File: src/rtl/dmem_arbiter_if.sv
// Bus bundle for dmem_arbiter: two requester ports plus the data-memory side.
// The slave modport is the arbiter's view; master is the environment's view.
interface dmem_arbiter_if #(
  parameter int unsigned ADDR_W = 32,
  parameter int unsigned DATA_W = 32
);
  logic              req0_valid_i;
  logic              req0_ready_o;
  logic              req0_we_i;
  logic [ADDR_W-1:0] req0_addr_i;
  logic [DATA_W-1:0] req0_wdata_i;
  logic              req0_rvalid_o;
  logic [DATA_W-1:0] req0_rdata_o;
  logic              req0_err_o;

  logic              req1_valid_i;
  logic              req1_ready_o;
  logic              req1_we_i;
  logic [ADDR_W-1:0] req1_addr_i;
  logic [DATA_W-1:0] req1_wdata_i;
  logic              req1_rvalid_o;
  logic [DATA_W-1:0] req1_rdata_o;
  logic              req1_err_o;

  logic [ADDR_W-1:0] mem_addr_o;
  logic [DATA_W-1:0] mem_data_o;
  logic              mem_read_o;
  logic              mem_write_o;
  logic [DATA_W-1:0] mem_data_i;

  modport slave (
    input  req0_valid_i, req0_we_i, req0_addr_i, req0_wdata_i,
    output req0_ready_o, req0_rvalid_o, req0_rdata_o, req0_err_o,
    input  req1_valid_i, req1_we_i, req1_addr_i, req1_wdata_i,
    output req1_ready_o, req1_rvalid_o, req1_rdata_o, req1_err_o,
    output mem_addr_o, mem_data_o, mem_read_o, mem_write_o,
    input  mem_data_i
  );

  modport master (
    output req0_valid_i, req0_we_i, req0_addr_i, req0_wdata_i,
    input  req0_ready_o, req0_rvalid_o, req0_rdata_o, req0_err_o,
    output req1_valid_i, req1_we_i, req1_addr_i, req1_wdata_i,
    input  req1_ready_o, req1_rvalid_o, req1_rdata_o, req1_err_o,
    input  mem_addr_o, mem_data_o, mem_read_o, mem_write_o,
    output mem_data_i
  );
endinterface

File: src/rtl/dmem_arbiter.sv
// Two-port data-memory arbiter/sequencer: accept -> one-cycle access -> response.
// Optional macro DMEM_ARB_FIXED_PRIO_EN selects fixed port-0 priority instead of round robin.
module dmem_arbiter #(
  parameter int unsigned MEM_BYTES = 128,
  parameter int unsigned ADDR_W    = 32,
  parameter int unsigned DATA_W    = 32
) (
  input  logic           clk_i,
  input  logic           rst_i,
  dmem_arbiter_if.slave  bus
);
  localparam logic [ADDR_W-1:0] MAX_ADDR = ADDR_W'(MEM_BYTES - 4);

  typedef enum logic [1:0] {IDLE, ACCESS, RESP} state_e;

  state_e            state_q, state_d;
  logic              port_q, port_d;
  logic              we_q, we_d;
  logic              legal_q, legal_d;
  logic [ADDR_W-1:0] mem_addr_q, mem_addr_d;
  logic [DATA_W-1:0] mem_data_q, mem_data_d;
  logic              mem_read_q, mem_read_d;
  logic              mem_write_q, mem_write_d;
  logic [1:0]        rvalid_q, rvalid_d;
  logic [DATA_W-1:0] rdata_q, rdata_d;
  logic              err_q, err_d;
`ifndef DMEM_ARB_FIXED_PRIO_EN
  logic              last_grant_q, last_grant_d;
`endif

  logic              grant0, grant1;
  logic              sel_we, sel_legal;
  logic [ADDR_W-1:0] sel_addr;
  logic [DATA_W-1:0] sel_wdata;

  always_comb begin
`ifdef DMEM_ARB_FIXED_PRIO_EN
    grant0 = bus.req0_valid_i;
`else
    // last_grant_q==1 means port 1 was served last, so port 0 wins a tie
    grant0 = bus.req0_valid_i & (~bus.req1_valid_i | last_grant_q);
`endif
    grant1    = bus.req1_valid_i & ~grant0;
    sel_we    = grant1 ? bus.req1_we_i    : bus.req0_we_i;
    sel_addr  = grant1 ? bus.req1_addr_i  : bus.req0_addr_i;
    sel_wdata = grant1 ? bus.req1_wdata_i : bus.req0_wdata_i;
    sel_legal = (sel_addr[1:0] == 2'b00) && (sel_addr <= MAX_ADDR);
  end

  always_comb begin
    state_d      = state_q;
    port_d       = port_q;
    we_d         = we_q;
    legal_d      = legal_q;
    mem_addr_d   = mem_addr_q;
    mem_data_d   = mem_data_q;
    mem_read_d   = mem_read_q;
    mem_write_d  = mem_write_q;
    rvalid_d     = rvalid_q;
    rdata_d      = rdata_q;
    err_d        = err_q;
`ifndef DMEM_ARB_FIXED_PRIO_EN
    last_grant_d = last_grant_q;
`endif
    case (state_q)
      IDLE: begin
        if (grant0 | grant1) begin
          port_d      = grant1;
          we_d        = sel_we;
          legal_d     = sel_legal;
          // memory controls are pre-loaded so they are live for exactly the ACCESS cycle
          mem_addr_d  = sel_legal ? sel_addr  : '0;
          mem_data_d  = sel_legal ? sel_wdata : '0;
          mem_read_d  = sel_legal & ~sel_we;
          mem_write_d = sel_legal & sel_we;
          state_d     = ACCESS;
        end
      end
      ACCESS: begin
        mem_addr_d       = '0;
        mem_data_d       = '0;
        mem_read_d       = 1'b0;
        mem_write_d      = 1'b0;
        rvalid_d         = '0;
        rvalid_d[port_q] = 1'b1;
        rdata_d          = (legal_q && !we_q) ? bus.mem_data_i : '0;
        err_d            = ~legal_q;
        state_d          = RESP;
      end
      RESP: begin
        rvalid_d     = '0;
        rdata_d      = '0;
        err_d        = 1'b0;
`ifndef DMEM_ARB_FIXED_PRIO_EN
        last_grant_d = port_q;
`endif
        state_d      = IDLE;
      end
      default: state_d = IDLE;
    endcase
  end

  always_ff @(posedge clk_i) begin
    if (rst_i) begin
      state_q      <= IDLE;
      port_q       <= 1'b0;
      we_q         <= 1'b0;
      legal_q      <= 1'b0;
      mem_addr_q   <= '0;
      mem_data_q   <= '0;
      mem_read_q   <= 1'b0;
      mem_write_q  <= 1'b0;
      rvalid_q     <= '0;
      rdata_q      <= '0;
      err_q        <= 1'b0;
`ifndef DMEM_ARB_FIXED_PRIO_EN
      last_grant_q <= 1'b1;
`endif
    end else begin
      state_q      <= state_d;
      port_q       <= port_d;
      we_q         <= we_d;
      legal_q      <= legal_d;
      mem_addr_q   <= mem_addr_d;
      mem_data_q   <= mem_data_d;
      mem_read_q   <= mem_read_d;
      mem_write_q  <= mem_write_d;
      rvalid_q     <= rvalid_d;
      rdata_q      <= rdata_d;
      err_q        <= err_d;
`ifndef DMEM_ARB_FIXED_PRIO_EN
      last_grant_q <= last_grant_d;
`endif
    end
  end

  always_comb begin
    bus.req0_ready_o  = (state_q == IDLE) & ~rst_i & grant0;
    bus.req1_ready_o  = (state_q == IDLE) & ~rst_i & grant1;
    bus.req0_rvalid_o = rvalid_q[0];
    bus.req1_rvalid_o = rvalid_q[1];
    bus.req0_rdata_o  = rvalid_q[0] ? rdata_q : '0;
    bus.req1_rdata_o  = rvalid_q[1] ? rdata_q : '0;
    bus.req0_err_o    = rvalid_q[0] & err_q;
    bus.req1_err_o    = rvalid_q[1] & err_q;
    bus.mem_addr_o    = mem_addr_q;
    bus.mem_data_o    = mem_data_q;
    bus.mem_read_o    = mem_read_q;
    // a reset landing on the ACCESS cycle must not commit the write
    bus.mem_write_o   = mem_write_q & ~rst_i;
  end
endmodule

File: src/flat_wrapper.sv
// flat-port wrapper written by rule: the top's interface ports become plain ports
module dmem_arbiter_flat 
#(
  parameter int unsigned MEM_BYTES = 128,
  parameter int unsigned ADDR_W    = 32,
  parameter int unsigned DATA_W    = 32
)
  (clk_i, rst_i, bus_req0_valid_i, bus_req0_we_i, bus_req0_addr_i, bus_req0_wdata_i, bus_req0_ready_o, bus_req0_rvalid_o, bus_req0_rdata_o, bus_req0_err_o, bus_req1_valid_i, bus_req1_we_i, bus_req1_addr_i, bus_req1_wdata_i, bus_req1_ready_o, bus_req1_rvalid_o, bus_req1_rdata_o, bus_req1_err_o, bus_mem_addr_o, bus_mem_data_o, bus_mem_read_o, bus_mem_write_o, bus_mem_data_i);
  dmem_arbiter_if #(.ADDR_W(ADDR_W), .DATA_W(DATA_W)) bus_i ();
  input  logic clk_i;
  input  logic rst_i;
  input wire logic [$bits(bus_i.req0_valid_i)-1:0] bus_req0_valid_i;
  input wire logic [$bits(bus_i.req0_we_i)-1:0] bus_req0_we_i;
  input wire logic [$bits(bus_i.req0_addr_i)-1:0] bus_req0_addr_i;
  input wire logic [$bits(bus_i.req0_wdata_i)-1:0] bus_req0_wdata_i;
  output wire logic [$bits(bus_i.req0_ready_o)-1:0] bus_req0_ready_o;
  output wire logic [$bits(bus_i.req0_rvalid_o)-1:0] bus_req0_rvalid_o;
  output wire logic [$bits(bus_i.req0_rdata_o)-1:0] bus_req0_rdata_o;
  output wire logic [$bits(bus_i.req0_err_o)-1:0] bus_req0_err_o;
  input wire logic [$bits(bus_i.req1_valid_i)-1:0] bus_req1_valid_i;
  input wire logic [$bits(bus_i.req1_we_i)-1:0] bus_req1_we_i;
  input wire logic [$bits(bus_i.req1_addr_i)-1:0] bus_req1_addr_i;
  input wire logic [$bits(bus_i.req1_wdata_i)-1:0] bus_req1_wdata_i;
  output wire logic [$bits(bus_i.req1_ready_o)-1:0] bus_req1_ready_o;
  output wire logic [$bits(bus_i.req1_rvalid_o)-1:0] bus_req1_rvalid_o;
  output wire logic [$bits(bus_i.req1_rdata_o)-1:0] bus_req1_rdata_o;
  output wire logic [$bits(bus_i.req1_err_o)-1:0] bus_req1_err_o;
  output wire logic [$bits(bus_i.mem_addr_o)-1:0] bus_mem_addr_o;
  output wire logic [$bits(bus_i.mem_data_o)-1:0] bus_mem_data_o;
  output wire logic [$bits(bus_i.mem_read_o)-1:0] bus_mem_read_o;
  output wire logic [$bits(bus_i.mem_write_o)-1:0] bus_mem_write_o;
  input wire logic [$bits(bus_i.mem_data_i)-1:0] bus_mem_data_i;
  assign bus_i.req0_valid_i = bus_req0_valid_i;
  assign bus_i.req0_we_i = bus_req0_we_i;
  assign bus_i.req0_addr_i = bus_req0_addr_i;
  assign bus_i.req0_wdata_i = bus_req0_wdata_i;
  assign bus_req0_ready_o = bus_i.req0_ready_o;
  assign bus_req0_rvalid_o = bus_i.req0_rvalid_o;
  assign bus_req0_rdata_o = bus_i.req0_rdata_o;
  assign bus_req0_err_o = bus_i.req0_err_o;
  assign bus_i.req1_valid_i = bus_req1_valid_i;
  assign bus_i.req1_we_i = bus_req1_we_i;
  assign bus_i.req1_addr_i = bus_req1_addr_i;
  assign bus_i.req1_wdata_i = bus_req1_wdata_i;
  assign bus_req1_ready_o = bus_i.req1_ready_o;
  assign bus_req1_rvalid_o = bus_i.req1_rvalid_o;
  assign bus_req1_rdata_o = bus_i.req1_rdata_o;
  assign bus_req1_err_o = bus_i.req1_err_o;
  assign bus_mem_addr_o = bus_i.mem_addr_o;
  assign bus_mem_data_o = bus_i.mem_data_o;
  assign bus_mem_read_o = bus_i.mem_read_o;
  assign bus_mem_write_o = bus_i.mem_write_o;
  assign bus_i.mem_data_i = bus_mem_data_i;
  dmem_arbiter #(.MEM_BYTES(MEM_BYTES), .ADDR_W(ADDR_W), .DATA_W(DATA_W)) u_core (.clk_i(clk_i), .rst_i(rst_i), .bus(bus_i));
endmodule
File: config.mk
export PLATFORM = sky130hd
export DESIGN_NAME = dmem_arbiter_flat
export DESIGN_NICKNAME = d
export VERILOG_FILES = /design/src/rtl/dmem_arbiter_if.sv /design/src/rtl/dmem_arbiter.sv /design/src/flat_wrapper.sv
export SDC_FILE = /design/constraint.sdc
export NUM_CORES = 1
export LEC_CHECK = 0
export ABC_AREA = 1
export CORE_ASPECT_RATIO = 1.4
export CORE_MARGIN = 5
export CORE_UTILIZATION = 42
export DETAILED_ROUTE_END_ITERATION = 10
export GPL_ROUTABILITY_DRIVEN = 0
export HOLD_SLACK_MARGIN = 0.08
export PLACE_DENSITY = 0.87
export RECOVER_POWER = 25
export SLEW_MARGIN = 20
export SYNTH_ARGS = -nofsm -noshare
export SYNTH_HDL_FRONTEND = slang
export SYNTH_SLANG_ARGS = --single-unit
File: constraint.sdc
create_clock -name clk_i -period 2.75 [get_ports clk_i]
set_clock_uncertainty 0.1 [all_clocks]
set_input_delay 0.275 -clock clk_i [delete_from_list [all_inputs] [get_ports clk_i]]
set_output_delay 0.275 -clock clk_i [all_outputs]
set_load 0.005 [all_outputs]
Word level (Yosys, flattened, before mapping)
Cells that the tools add are included.
{"block": "totals", "reg_bits": 107, "inputBits": 166, "output_inout_bits": 136, "wordCells": 68}
{"block": "classes", "order_cmp": 3, "eq_ne": 3, "mux": 23, "n_bitwise": 17, "reduce_logical": 10}
{"op": "$mux W32", "n": 9}
{"op": "$pmux W32 S2", "n": 3}
{"op": "$le A32 B7 Y1 const B", "n": 1}
{"op": "$and A1 B1 Y1", "n": 10}
{"op": "$pmux W2 S2", "n": 2}
{"op": "$pmux W1 S2", "n": 3}
{"op": "$not A1 Y1", "n": 5}
{"op": "$logic_not A2 Y1", "n": 2}
{"op": "$mux W1", "n": 4}
{"op": "$reduce_and A2 Y1", "n": 2}
{"op": "$reduce_bool A2 Y1", "n": 2}
{"op": "$logic_and A1 B1 Y1", "n": 3}
{"op": "$eq A2 B1 Y1 const B", "n": 1}
{"op": "$eq A2 B2 Y1 const B", "n": 1}
{"op": "$lt A1 B2 Y1 const B", "n": 1}
{"op": "$mux W2", "n": 1}
{"op": "$ne A2 B1 Y1 const B", "n": 1}
{"op": "$or A1 B1 Y1", "n": 2}
{"op": "$demux W1 S1", "n": 1}
{"op": "$ge A1 B1 Y1 const B", "n": 1}
{"op": "$logic_not A1 Y1", "n": 1}

Logic depth before layout (Yosys ltp)
{"block": "logic_depth", "word_depth": 11, "depth_mapped": 13, "mapped_depth_nobuf": 10}

Worst setup path before layout
No wires, ideal clock.
{"block": "synth_timing", "kind": "reg-to-reg", "startpoint": "reg u_core.state_q[0]", "endpoint": "reg u_core.mem_data_q[13] (netlist: u_core.bus.mem_data_o[13])", "setup_ns": 0.132, "t_arrival_ns": 1.512, "required_time_ns": 2.518, "slack_ns": 1.005, "path_stages_with_launch": 11, "path_buffers": 2, "synth_period_minus_slack_ns": 1.745, "path_cell_list": "dfxtp_1 inv_1 ha_1 nand2_1 inv_1 nand2_1 buf_2 clkbuf_1 a21oi_1 nand3_2 a21oi_1"}
{"block": "synth_between", "elab_chain_len": 3, "elab_cells_between_ends": 6, "classes_between": "eq/ne (2); mux (1); reduce/logical (3)"}
{"element": "start, declared", "line": "dmem_arbiter.sv:16", "rtl": "state_e state_q, state_d;"}
{"element": "start signal, assigned", "line": "dmem_arbiter.sv:120", "rtl": "state_q <= state_d;"}
{"element": "$eq A2 B1 Y1 or $logic_not A2 Y1 (tied branches)", "line": "dmem_arbiter.sv:65", "rtl": "case (state_q)"}
{"element": "$reduce_bool A2 Y1 (no line) or $ne A2 B1 Y1 (tied branches)"}
{"element": "$reduce_and A2 Y1 (no line)"}
{"element": "end signal, assigned", "line": "dmem_arbiter.sv:125", "rtl": "mem_data_q <= mem_data_d;"}
{"element": "end, declared", "line": "dmem_arbiter.sv:21", "rtl": "logic [DATA_W-1:0] mem_data_q, mem_data_d;"}
Parallel ways exist; a longest one is shown, timed or not.
A chain may end at the register's enable or synchronous reset.

Worst setup path in the final report
{"block": "layout_timing", "startpoint": "reg u_core.state_q[0]", "endpoint": "reg u_core.mem_read_q (netlist: u_core.bus.mem_read_o)"}
{"block": "layout_between", "elab_chain_len": 3, "elab_cells_between_ends": 6, "classes_between": "eq/ne (2); mux (1); reduce/logical (3)"}
{"element": "$eq A2 B1 Y1 or $logic_not A2 Y1 (tied branches)", "line": "dmem_arbiter.sv:65"}
{"element": "$reduce_bool A2 Y1 (no line) or $ne A2 B1 Y1 (tied branches)"}
{"element": "$reduce_and A2 Y1 (no line)"}
{"element": "end signal, assigned", "line": "dmem_arbiter.sv:126", "rtl": "mem_read_q <= mem_read_d;"}
{"element": "end, declared", "line": "dmem_arbiter.sv:22", "rtl": "logic mem_read_q, mem_read_d;"}
Parallel ways exist; a longest one is shown, timed or not.

==> run summary <==
Crit start category - flop
Post-synth cell types - 24
Die height - 143 µm
Post-Syn Area per Cell - 6.39 µm²
CP endpoint kind - flop
PD cells - 438 nW/µm²
CP max FO - 28
Met2 usage - 41.7%
Final Max Slew Viols - 0
Max Fclk - 433 MHz
Core Area - 12400 µm²
Vias in the first global route - 5758
Io pins - 302
Top_reg_cell synth - dfxtp_1
CP Data Required Time - 2.92 ns
Initial DRC Count - 264
# H-tree levels - 3
Clock sink count - 107
Starting Density - 43.1%
Total number of vias - 6107
Slew margin rel. - 22.4%
Post-Route Utilization - 70.5%
Measured slew at the worst slew-check pin - 1.16 ns
Most common cell after layout, fill and taps aside - nand2_1
Setup TNS - 0 ns
Peak VDD IR - 0.345 mV
Post-route ant nets - 0
Drt drc - 0
Final Hold Viols - 0
Gate Count Post-Synth - 833
Crit path arrival time - 2.48 ns
Site Rows - 48
Setup violators final - 0
Area Overhead vs Synth - 63.7%
DR pass1 iterations - 4
Die W - 105 µm
CTS Root Cell - clkbuf_16
Top Usage Layer GRT - met2
Part of the Yosys area used for sequential elements - 40.2%
# resized after CTS - 0
Warnings from Yosys - 0
Worst-Skew Late Latency - 0.34 ns
Outcome - finished clean
Crit path kind - flop to flop
GR Util met1 - 23.5%
Inst Count DP - 1242
Clock Path Buffers - 2
Hold crit path type - input pin to flop
Lkg Pwr - 3.83 nW
GR Util All Layers - 22.7%
Crit share post-route - 83.9%
Clk pin slew, worst setup/hold paths - 0.07 ns
Met3 Track Usage GR - 5.65%
HPWL after DPL - 13.9 mm
Most frequent cells in the layout - nand2_1 (298), clkdlybuf4s50_1 (262), a21oi_1 (115)
Post-CTS Hold Buffers - 0
Share of cells above drive strength 1 - 4.96%
#FFs+latches synth - 107
Async set or reset register ratio after synthesis - 0%
GR Overflow Total - 0
Final non-filler cell total - 1258
Unrepaired setup endpoints after global routing - false
Fin crit period - 2.31 ns
Inserted Diodes - 0
Routed wire length - 18.2 mm
DIE AREA - 15100 µm²
Post-Syn Area - 5330 µm²
CTS tree - yes
Port bufs - 301
First-pass GRT wire length - 27.8 mm
Max_cap viols - 0
Pin count of the biggest net entering global routing - 43
Final #Nets - 1273
Post-synth EDFFs - 0
CTS buffer count - 9
Drt wl/cell - 14.5 µm
Setup Fix Bufs, Post-CTS - 0
Fin Hold WS - 0.236 ns
Number of fill cells - 1055
Vias per cell - 4.85
Initial antenna violation count - 0
Syn_nets - 1003
==> power by group <==
part           switching (mW)  total [mW]  internal, mW
Combinational           0.528       0.921         0.393
Sequential             0.0305        1.62          1.59
Clock                   0.630        1.28         0.647
==> final cells by class <==
| cell class | count | area [µm²] | share of cell area, % |
|---|---|---|---|
| Multi-Input combinational cell | 570 | 2550 | 29.3 |
| Tap cell | 150 | 188 | 2.15 |
| Clock inverter | 7 | 73.8 | 0.847 |
| Inverter | 96 | 360 | 4.13 |
| Sequential cell | 107 | 2140 | 24.6 |
| Clock buffer | 9 | 225 | 2.58 |
| Timing Repair Buffer | 319 | 3180 | 36.4 |
==> synthesized netlist by cell type (4+ instances only) <==
cell,instances,area share [%]
inv_1,93,6.6
buf_2,13,1.2
dfxtp_1,107,40
o21ai_1,11,1.0
nor2_1,39,2.7
a21oi_1,115,11
ha_1,4,0.94
nand3_2,10,1.9
nand2_1,298,21
nand3_1,66,6.2
or2_2,4,0.47
clkbuf_1,38,2.7
o21ai_0,17,1.6
==> worst max-delay path, cell delays in order (launching register included) <==
cell	delay, ns
dfxtp_1	0.36
inv_1	0.08
ha_1	0.25
o21ai_0	0.23
clkbuf_1	0.89
nand3_1	0.17
o21ai_1	0.16
==> cell families after synthesis <==
| family | synth area share (%) |
|---|---|
| compound gates | 13.9 |
| fa+ha+maj | 0.940 |
| buf+inv | 12.1 |
| flops | 40.2 |
| mux | 0.188 |
| simple gates | 32.6 |
==> per-stage QoR <==
| step | cell area [µm²] | setup slack [ns] | power, mW |
|---|---|---|---|
| CTS | 8730 | 0.508 | 3.86 |
| floorplan | 5330 | 1.01 | 2.15 |
| global route | 8720 | 0.213 | 4.00 |
| global placement | 8430 | 0.365 | 2.58 |
| finish | 8720 | 0.442 | 3.82 |
| detailed placement | 8430 | 0.320 | 2.58 |
==> state kept, by name, indices dropped and copies added (netlist names) <==
register               count
u_core.bus.mem_addr_o     32
u_core.bus.mem_data_o     32
u_core.bus.mem_read_o      1
u_core.err_q               1
u_core.last_grant_q        1
u_core.legal_q             1
u_core.mem_write_q         1
u_core.port_q              1
u_core.rdata_q            32
u_core.rvalid_q            2
u_core.state_q             2
u_core.we_q                1
==> worst paths after layout <==
| check | startpoint | endpoint | slack [ns] | depth (start not counted) |
|---|---|---|---|---|
| max | u_core.state_q[0]$_SDFFE_PP0P_ | u_core.bus.mem_read_o$_SDFFE_PP0P_ | 0.44 | 6 |
| min | rst_i | u_core.bus.mem_data_o[1]$_SDFFE_PP0P_ | 0.24 | 2 |
| max reg2reg | u_core.state_q[0]$_SDFFE_PP0P_ | u_core.bus.mem_read_o$_SDFFE_PP0P_ | 0.44 | 6 |
| min reg2reg | u_core.bus.mem_addr_o[14]$_SDFFE_PP0P_ | u_core.bus.mem_addr_o[14]$_SDFFE_PP0P_ | 0.34 | 2 |
==> layer usage <==
metal | wire length (µm) | part of all wire, %
met5 | 0 | 0
met4 | 959 | 5.3
met1 | 6590 | 36
met3 | 1310 | 7.2
met2 | 9330 | 51
Power figures use the tool's default switching activity.
